## config.mk

```make
export PLATFORM = sky130hd
export DESIGN_NAME = kpn_queue_receiver
export DESIGN_NICKNAME = d
export VERILOG_FILES = /design/src/rtl/kpn_queue_receiver.sv
export SDC_FILE = /design/constraint.sdc
export NUM_CORES = 1
export LEC_CHECK = 0
export ABC_AREA = 1
export CORE_MARGIN = 2
export CORE_UTILIZATION = 55
export DETAILED_ROUTE_END_ITERATION = 10
export PLACE_DENSITY_LB_ADDON = 0.05
export REMOVE_ABC_BUFFERS = 1
export SLEW_MARGIN = 10
export SYNTH_ARGS = -nofsm -noshare
export SYNTH_HDL_FRONTEND = slang
export SYNTH_SLANG_ARGS = --single-unit
```

## constraint.sdc

```tcl
create_clock -name clk -period 3.2 [get_ports clk]
set_input_delay 0.64 -clock clk [delete_from_list [all_inputs] [get_ports clk]]
set_output_delay 0.64 -clock clk [all_outputs]
set_load 0.01 [all_outputs]
```

## src/rtl/kpn_queue_receiver.sv

```systemverilog
// Receiving end of a KPN channel: strobed writes into a circular FIFO,
// drained through a read-request/valid handshake with occupancy and overflow status.
module kpn_queue_receiver #(
    parameter int BITS_NUMBER   = 16,
    parameter int FIFO_ELEMENTS = 5
) (
    input  logic                     clk,
    input  logic                     rst_n,
    input  logic                     wr,
    input  logic [BITS_NUMBER-1:0]   input_1,
    input  logic                     rd,
    output logic [BITS_NUMBER-1:0]   output_1,
    output logic                     valid,
    output logic                     full,
    output logic                     empty,
    output logic [FIFO_ELEMENTS:0]   count,
    output logic                     overflow
);

    localparam int DEPTH = 2 ** FIFO_ELEMENTS;
    localparam logic [FIFO_ELEMENTS:0] MAX_COUNT = {1'b1, {FIFO_ELEMENTS{1'b0}}};

    logic [BITS_NUMBER-1:0]   mem [DEPTH];
    logic [FIFO_ELEMENTS-1:0] w_ptr;
    logic [FIFO_ELEMENTS-1:0] r_ptr;
    logic                     wa;
    logic                     ra;

    assign full  = (count == MAX_COUNT);
    assign empty = (count == '0);

    // A full FIFO still takes a write when a read frees a slot on the same edge.
    assign wa = wr & (~full | rd);
    assign ra = rd & ~empty;

    always_ff @(posedge clk) begin
        if (wa) begin
            mem[w_ptr] <= input_1;
        end
    end

    always_ff @(posedge clk or negedge rst_n) begin
        if (!rst_n) begin
            w_ptr    <= '0;
            r_ptr    <= '0;
            count    <= '0;
            output_1 <= '0;
            valid    <= 1'b0;
            overflow <= 1'b0;
        end else begin
            valid <= ra;
            if (wa) begin
                w_ptr <= w_ptr + 1'b1;
            end
            if (ra) begin
                output_1 <= mem[r_ptr];
                r_ptr    <= r_ptr + 1'b1;
            end
            if (wa && !ra) begin
                count <= count + 1'b1;
            end else if (ra && !wa) begin
                count <= count - 1'b1;
            end
            if (wr && full && !rd) begin
                overflow <= 1'b1;
            end
        end
    end

endmodule

```

# After elaboration in Yosys (flattened, before gate mapping)
# Memory sizes are Yosys's and may differ from the RTL's. A register that Yosys moved wholly into a read port is not among the register bits.
# Index checks and enable logic that the tools add are counted.
dict set report word_totals {
  n_memories 1
  reg_bits 18
  wordCells 30
  ram_bits 512
  out_inout_bits 26
  in_bits 20
}
# memory words width read_ports rd_ports_with_merged_regs wr line
set mem_list {}
lappend mem_list {mem 32 16 1 1 1 23} ;# logic [BITS_NUMBER-1:0] mem [DEPTH];
dict set report classes {
  n_eq_ne 1
  addsub 4
  reduce_logical 10
  bitwise_logic 5
  mux 4
}
# cell n
set op_table {}
lappend op_table {{$mux 6} 2}
lappend op_table {{$add 5x1->5 const B} 2}
lappend op_table {{$add 6x1->6 const B} 1}
lappend op_table {{$eq 6x6->1 const B} 1}
lappend op_table {{$logic_not 6->1} 1}
lappend op_table {{$sub 6x1->6 const B} 1}
lappend op_table {{$logic_and 1x1->1} 4}
lappend op_table {{$logic_not 1->1} 4}
lappend op_table {{$and 1x1->1} 2}
lappend op_table {{$mux 1} 2}
lappend op_table {{$not 1->1} 2}
lappend op_table {{$reduce_bool 2->1} 1}
lappend op_table {{$or 1x1->1} 1}

# Logic depth before layout (Yosys ltp)
# Gate-level depths: netlist of the first run.
dict set report depth {
  ltp_word 8
  mapped_depth 16
  depth_no_buf 16
}

# Worst setup path after synthesis of the first run
# Ideal clock, no wire load.
dict set report synth_path {
  path_kind {input-to-reg}
  from {input rd}
  to {memory mem[0][0] (enable)}
  slack_ns 0.633
  setup_time_ns 0.409
  required_ns 2.791
  t_arrival_ns 2.157
  n_path_buf 1
  path_stages 5
  path_cell_list {inv_1 -> nand2_1 -> nand2_2 -> buf_2 -> nor3_1}
}
dict set report synth_via {
  elab_chain_cells 4
}
# item line
set synth_rtl {}
lappend synth_rtl {{start: declaration} 11} ;# input logic rd,
lappend synth_rtl {{$or 1x1->1} 33} ;# assign wa = wr & (~full | rd);
lappend synth_rtl {{$and 1x1->1} 33}
lappend synth_rtl {{$mux 1} 37} ;# if (wa) begin
lappend synth_rtl {{$mux 1 (not written as such)} 38} ;# mem[w_ptr] <= input_1;
lappend synth_rtl {{end: declaration} 23}
# Every way passes these cells.

# Worst setup path after layout of the first run
dict set report layout_path {
  from {register count[1]}
  to {output full}
}
dict set report layout_via {
  elab_chain_cells 1
}
# item line
set layout_rtl {}
lappend layout_rtl {{start: declaration} 16} ;# output logic [FIFO_ELEMENTS:0] count,
lappend layout_rtl {{start signal: assignment} 60} ;# count <= count + 1'b1;
lappend layout_rtl {{start signal: assignment} 62} ;# count <= count - 1'b1;
lappend layout_rtl {{$eq 6x6->1} 29} ;# assign full = (count == MAX_COUNT);
lappend layout_rtl {{end: declaration} 14} ;# output logic full,
# Every way passes these cells.

==> results of run 1 <==
[power breakdown]
group	switching [mW]	internal, mW	total [mW]
Clock	2.65	3.87	6.53
Combinational	5.72	2.32	8.04
Sequential	0.287	8.43	8.72
Total	8.66	14.6	23.3
[cells by family (layout without fill, tap and decap cells)]
group / count (synthesis) / in the layout / share of synthesized area [%]
AND/OR/NAND/NOR: 1176 / 1176 / 20.9
buffers and inverters: 349 / 443 / 6.60
adder cells (fa/ha/maj): 12 / 12 / 0.679
other: 0 / 1 / 0
flip-flops: 546 / 546 / 69.9
XOR/XNOR: 12 / 12 / 0.453
AO/OA/AOI/OAI: 66 / 66 / 1.47
[layout make-up]
cell class                      count  area share, %
Clock inverter                     22           1.02
Antenna cell                        1        0.00951
Timing Repair Buffer              109           3.80
Clock buffer                       78           5.95
Sequential cell                   546           61.7
Tap cell                          539           2.56
Multi-Input combinational cell   1266           21.6
Inverter                          234           3.37
[sequential cells by signal (all words and copies together) (netlist names)]
name	flops
overflow	1
valid	1
count	6
r_ptr	5
w_ptr	5
output_1	16
mem	512
[path summary, 6_finish.rpt]
path | startpoint | end | cells after the start
setup / recovery | count[1] | full | 4
hold / removal | rst_n | count[1] | 1
setup reg to reg | count[1] | count[3] | 13
hold reg to reg | overflow | overflow | 1
max in group asynchronous | rst_n | r_ptr[1] | 1
min in group clk | overflow | overflow | 1
[metal layers]
layer | wire, um | vias to the layer above
met5 | 0 | -
met4 | 1670 | 0
met3 | 5170 | 103
met2 | 26000 | 569
met1 | 25700 | 7316
li1 | - | 7258
[cells in the mapped netlist]
master      n  area [um2]
fa_1        1        20.0
clkinv_1    3        11.3
buf_2      64         320
o21ai_0    25         125
inv_2       3        11.3
nand2_1   724        2720
clkbuf_1   15        56.3
buf_6       7        78.8
nand3_1   313        1570
ha_1       11         138
xnor2_1     2        17.5
o211ai_1    1        7.51
nor2_1    105         394
buf_1       8        30.0
nand4_1     1        6.26
buf_4      20         150
edfxtp_1  512       15400
buf_8       1        15.0
o21a_1      1        7.51
nand2_2     1        6.26
nor3_1     32         160
a21oi_1    37         185
o31ai_1     1        7.51
a31o_2      1        8.76
xor2_1     10        87.6
inv_1     227         852
dfrtp_1    34         851
inv_4       1        6.26
[stage by stage]
step / cells / TNS (ns) / worst slack (ns)
detailed placement: 2694 / 0 / 0.196
CTS: 2794 / 0 / 0.540
floorplan: 2046 / -84.56 / -4.54
global placement: 2694 / 0 / 0.212
global route: 2794 / 0 / 0.285
finish: 2795 / 0 / 0.565
[cell usage in the layout, fill, tap and decap left out, types with 2 or more instances in the layout]
master,instances
a21oi_1,37
buf_12,6
buf_4,58
bufinv_16,6
clkbuf_1,15
clkbuf_16,57
clkbuf_8,6
clkdlybuf4s50_1,44
clkinv_1,8
clkinv_2,6
clkinvlp_4,4
dfrtp_1,32
dfrtp_4,2
edfxtp_1,512
ha_1,11
inv_1,227
inv_2,2
nand2_1,724
nand3_1,313
nor2_1,105
nor3_2,22
nor3_4,10
o21ai_0,25
xnor2_1,2
xor2_1,10
==> results.json, run 1 <==
{
  "status": "completed",
  "critPathTopFamily": "buffers and inverters",
  "cts_setup_buffers": 0,
  "cts_tree": "built",
  "fin_nets": 2244,
  "worstSetupPathType": "register to output pin",
  "critPathCaptureType": "output pin",
  "synth_warnings": 0,
  "cp_cell_sequence": "nor2_1 -> nand3_1 -> nor2_1 -> clkdlybuf4s50_1",
  "nFillCells": 3389,
  "seqCellArea_mm2": 0.0162,
  "holdWs_ns": 0.158,
  "post-route-cell-area_mm2": 0.0263,
  "grt_max_degree": 131,
  "ant_nets": 0,
  "ios": 46,
  "top_usage_layer": "met2",
  "multi_input_area_mm2": 0.00568,
  "drt_pass1_iterations": 5,
  "clock.fmax_ghz": 0.380,
  "fp.dieArea_mm2": 0.0439,
  "fin_crit_ns": 2.63,
  "io_buffers": 45,
  "met2_usage_pct": 41.0,
  "drt-initial-drc-count": 1558,
  "globalRouteMet1Util_pct": 40.6,
  "clock_path_buffers": 3,
  "slowest_delay_ns": 0.57,
  "cp_common_cell": "nor2_1",
  "dp_hpwl_mm": 34.3,
  "placed_area_mm2": 0.0244,
  "hold_viol": 0,
  "worst_slew_pin_slew_ns": 1.19,
  "synth-seq-area-share_pct": 69.9,
  "critPathSlowestCell": "clkdlybuf4s50_1",
  "leakage_nw": 10.6,
  "ctsHoldBuffers": 0,
  "final_util_pct": 63.0,
  "synth.cell_area_mm2": 0.0232,
  "core_area_mm2": 0.0418,
  "antenna_found_initial": 0,
  "worst_ep_arrival_time_ns": 1.99,
  "grt_overflow": 0,
  "clock_sink_count": 546,
  "report.final.setup_viol": 0,
  "h-tree-depth": 2,
  "grt_pass1_vias": 14800,
  "die_y_um": 209,
  "core.rowCount": 75,
  "clkLatencyLatePin_ns": 0.60,
  "drive_above_1_share_pct": 8.20,
  "yosys.cell_types.count": 28,
  "die_w_um": 209,
  "netlist_instances": 2161,
  "fin_crit_sh_pct": 82.3,
  "irDropWorstVdd_v": 0.000840,
  "use_met3_pct": 4.88,
  "ctsResizeCount": 0,
  "routabilityCongestion": 0.880,
  "ys_seq_elements": 546,
  "r2r_setup_slack_ns": 0.59,
  "vias": 15200,
  "grt_usage_pct": 27.2,
  "fin_skew_ns": 0.0192,
  "crit_buf_inv": 1,
  "cp.required_ns": 2.56,
  "cts-root-buf": "clkbuf_16",
  "power_density_mw_per_mm2": 885,
  "viasPerCell": 5.45,
  "finalPower_mw": 23.3,
  "routedWlPerCell_um": 20.9,
  "cap_viol_max_count": 0,
  "rsz0062_at_grt": "false",
  "cp-start-kind": "register",
  "drc": 0,
  "clk_pin_slew_worst_paths_ns": 0.06,
  "hold_path.class": "primary input to asynchronous set/reset pin",
  "grt_pass1_wl_mm": 88.7,
  "drv_slew": 0,
  "cp_max_fo": 5,
  "synth.avg_cell_area_um2": 10.7,
  "syn2layout_area_growth_pct": 13.3,
  "numCtsBuffers": 55,
  "initial_utilization_pct": 55.6,
  "slew-limit-headroom_pct": 20.4,
  "wl_mm": 58.5
}
(Power assumes the default switching activity.)
==> inputs of run 2 (changes only) <==
==> constraint.sdc (replaced) <==
create_clock -name clk -period 2.45 [get_ports clk]
set_input_delay 0.49 -clock clk [delete_from_list [all_inputs] [get_ports clk]]
set_output_delay 0.49 -clock clk [all_outputs]
set_load 0.01 [all_outputs]
==> run 2 against run 1 <==
  * Highest routed layer unchanged
  * Flip-flop and latch count is the same
  * Critical path depth is the same
  * Count of clock-buffer cells in the layout shrank 6
  * Cell count grew 1.5%
==> results.json, run 2 (synthesized netlist as in run 1, its figures left out) <==
{
  "worst_slew_pin_slew_ns": 0.699,
  "viasPerCell": 5.45,
  "fin_nets": 2288,
  "clkLatencyLatePin_ns": 0.60,
  "clock_sink_count": 546,
  "fin_setup_tns_ns": 0,
  "ios": 46,
  "fin_skew_ns": 0.0139,
  "drv_slew": 0,
  "worst_ep_arrival_time_ns": 1.83,
  "routabilityCongestion": 0.866,
  "ant_nets": 0,
  "io_buffers": 45,
  "fin_crit_sh_pct": 94.8,
  "reg2reg_to": "count[3]",
  "cts_tree": "built",
  "grt_usage_pct": 27.4,
  "grt_pass1_wl_mm": 89.1,
  "cp_max_fo": 4,
  "critPathCaptureType": "output pin",
  "top_register": "mem",
  "grt_pass1_vias": 14900,
  "drt_pass1_iterations": 6,
  "irDropWorstVdd_v": 0.000864,
  "reg2regPathDepth": 13,
  "finalPower_mw": 30.4,
  "drive_above_1_share_pct": 9.83,
  "numCtsBuffers": 54,
  "fp.dieArea_mm2": 0.0439,
  "vias": 15400,
  "largest_register_ffs": 512,
  "die_w_um": 209,
  "report.final.setup_viol": 0,
  "cp_common_cell": "inv_1",
  "slowest_delay_ns": 0.53,
  "post-route-cell-area_mm2": 0.0267,
  "core.rowCount": 75,
  "cap_viol_max_count": 0,
  "final_util_pct": 64.0,
  "h-tree-depth": 2,
  "final_common_cell": "nand2_1",
  "r2r-start": "count[1]",
  "clock.fmax_ghz": 0.430,
  "critPathSlowestCell": "clkdlybuf4s50_1",
  "cp-start-kind": "register",
  "nFillCells": 3268,
  "clk_pin_slew_worst_paths_ns": 0.06,
  "antenna_found_initial": 0,
  "leakage_nw": 10.8,
  "fin_crit_ns": 2.32,
  "top_regs": "mem: 512 flops, output_1: 16 flops, count: 6 flops",
  "die_y_um": 209,
  "rsz0062_at_grt": "false",
  "placed_area_mm2": 0.0250,
  "status": "completed",
  "dp_hpwl_mm": 35.9,
  "cp.required_ns": 1.96,
  "diodes": 0,
  "initial_utilization_pct": 55.6,
  "slew-limit-headroom_pct": 53.4,
  "holdWs_ns": 0.414,
  "startpoint": "count[5]",
  "hold_viol": 0,
  "path_depth": 4,
  "grt_overflow": 0,
  "power_density_mw_per_mm2": 1140,
  "clock_path_buffers": 3,
  "hold_path.class": "primary input to asynchronous set/reset pin",
  "worstSetupPathType": "register to output pin",
  "most-common-layout-cells": "724 x nand2_1, 512 x edfxtp_1, 313 x nand3_1",
  "wl_mm": 58.6,
  "crit_buf_inv": 3,
  "routedWlPerCell_um": 20.6,
  "grt_max_degree": 75,
  "syn2layout_area_growth_pct": 15.2,
  "r2r_setup_slack_ns": 0.21,
  "cts-root-buf": "clkbuf_16",
  "cp_cell_sequence": "inv_1 -> nand4_1 -> inv_1 -> clkdlybuf4s50_1",
  "drc": 0,
  "drt-initial-drc-count": 1573,
  "core_area_mm2": 0.0418,
  "critPathTopFamily": "buffers and inverters"
}
[run 2: changes by cell type in the layout (fill, tap and decap cells not counted), sizes merged, moves of 3 or more]
cell	delta
buf	+44
clkbuf	-6
clkinv	+6
clkinvlp	-3
[run 2: layout make-up]
type                       instances  area, um2  share of cell area (%)
tap                              539        674                    2.52
multi-input combinational       1266       5620                    21.0
timing repair buffer             154       1570                    5.86
clock buffer                      72       1480                    5.54
sequential                       546      16200                    60.7
inverter                         234        886                    3.31
clock inverter                    26        272                    1.02
[run 2: timing repair]
action,4_1_cts,5_1_grt
resized for setup,4,1
setup buffers,1,0
endpoints found under the hold margin,21,0
hold buffers,1,0
gates cloned,0,0
endpoints found under the setup margin,1,2
[run 2: power breakdown]
part / total [mW] / leakage [nW] / internal (mW) / switching, mW
logic: 10.8 / 4.88 / 3.39 / 7.40
registers: 11.4 / 5.02 / 11.0 / 0.401
clock network: 8.21 / 0.854 / 4.84 / 3.37
total: 30.4 / 10.8 / 19.2 / 11.2
[run 2: how the worst max path moves through the flow]
stage	endpoint	slack, ns
after floorplan	output_1[14]	-5.29
after global placement	count[4]	-0.16
after detailed placement	count[3]	-0.18
after CTS	empty	0.09
after global routing	empty	0.03
final	empty	0.13
[run 2: per-stage QoR]
stage / std cells / setup WS (ns)
3_3_place_gp: 2737 / -0.157
2_1_floorplan: 2046 / -5.29
3_5_place_dp: 2737 / -0.182
4_1_cts: 2837 / 0.0936
5_1_grt: 2837 / 0.0289
6_report: 2837 / 0.127
[run 2: routing by layer]
layer,track usage [%],up-vias,part of all wire (%)
met3,4.46,76,8.5
met4,7.83,0,2.2
met5,0,-,0
met2,42.5,620,45
met1,40.6,7415,44
li1,-,7337,-
==> inputs of run 3 (changes only) <==
--- a/config.mk
+++ b/config.mk
@@ -15,3 +15,4 @@
 export SYNTH_ARGS = -nofsm -noshare
 export SYNTH_HDL_FRONTEND = slang
 export SYNTH_SLANG_ARGS = --single-unit
+export TNS_END_PERCENT = 10
==> results of run 3 <==
Same layout as run 2: the final DEF is identical, and so are final timing and power.
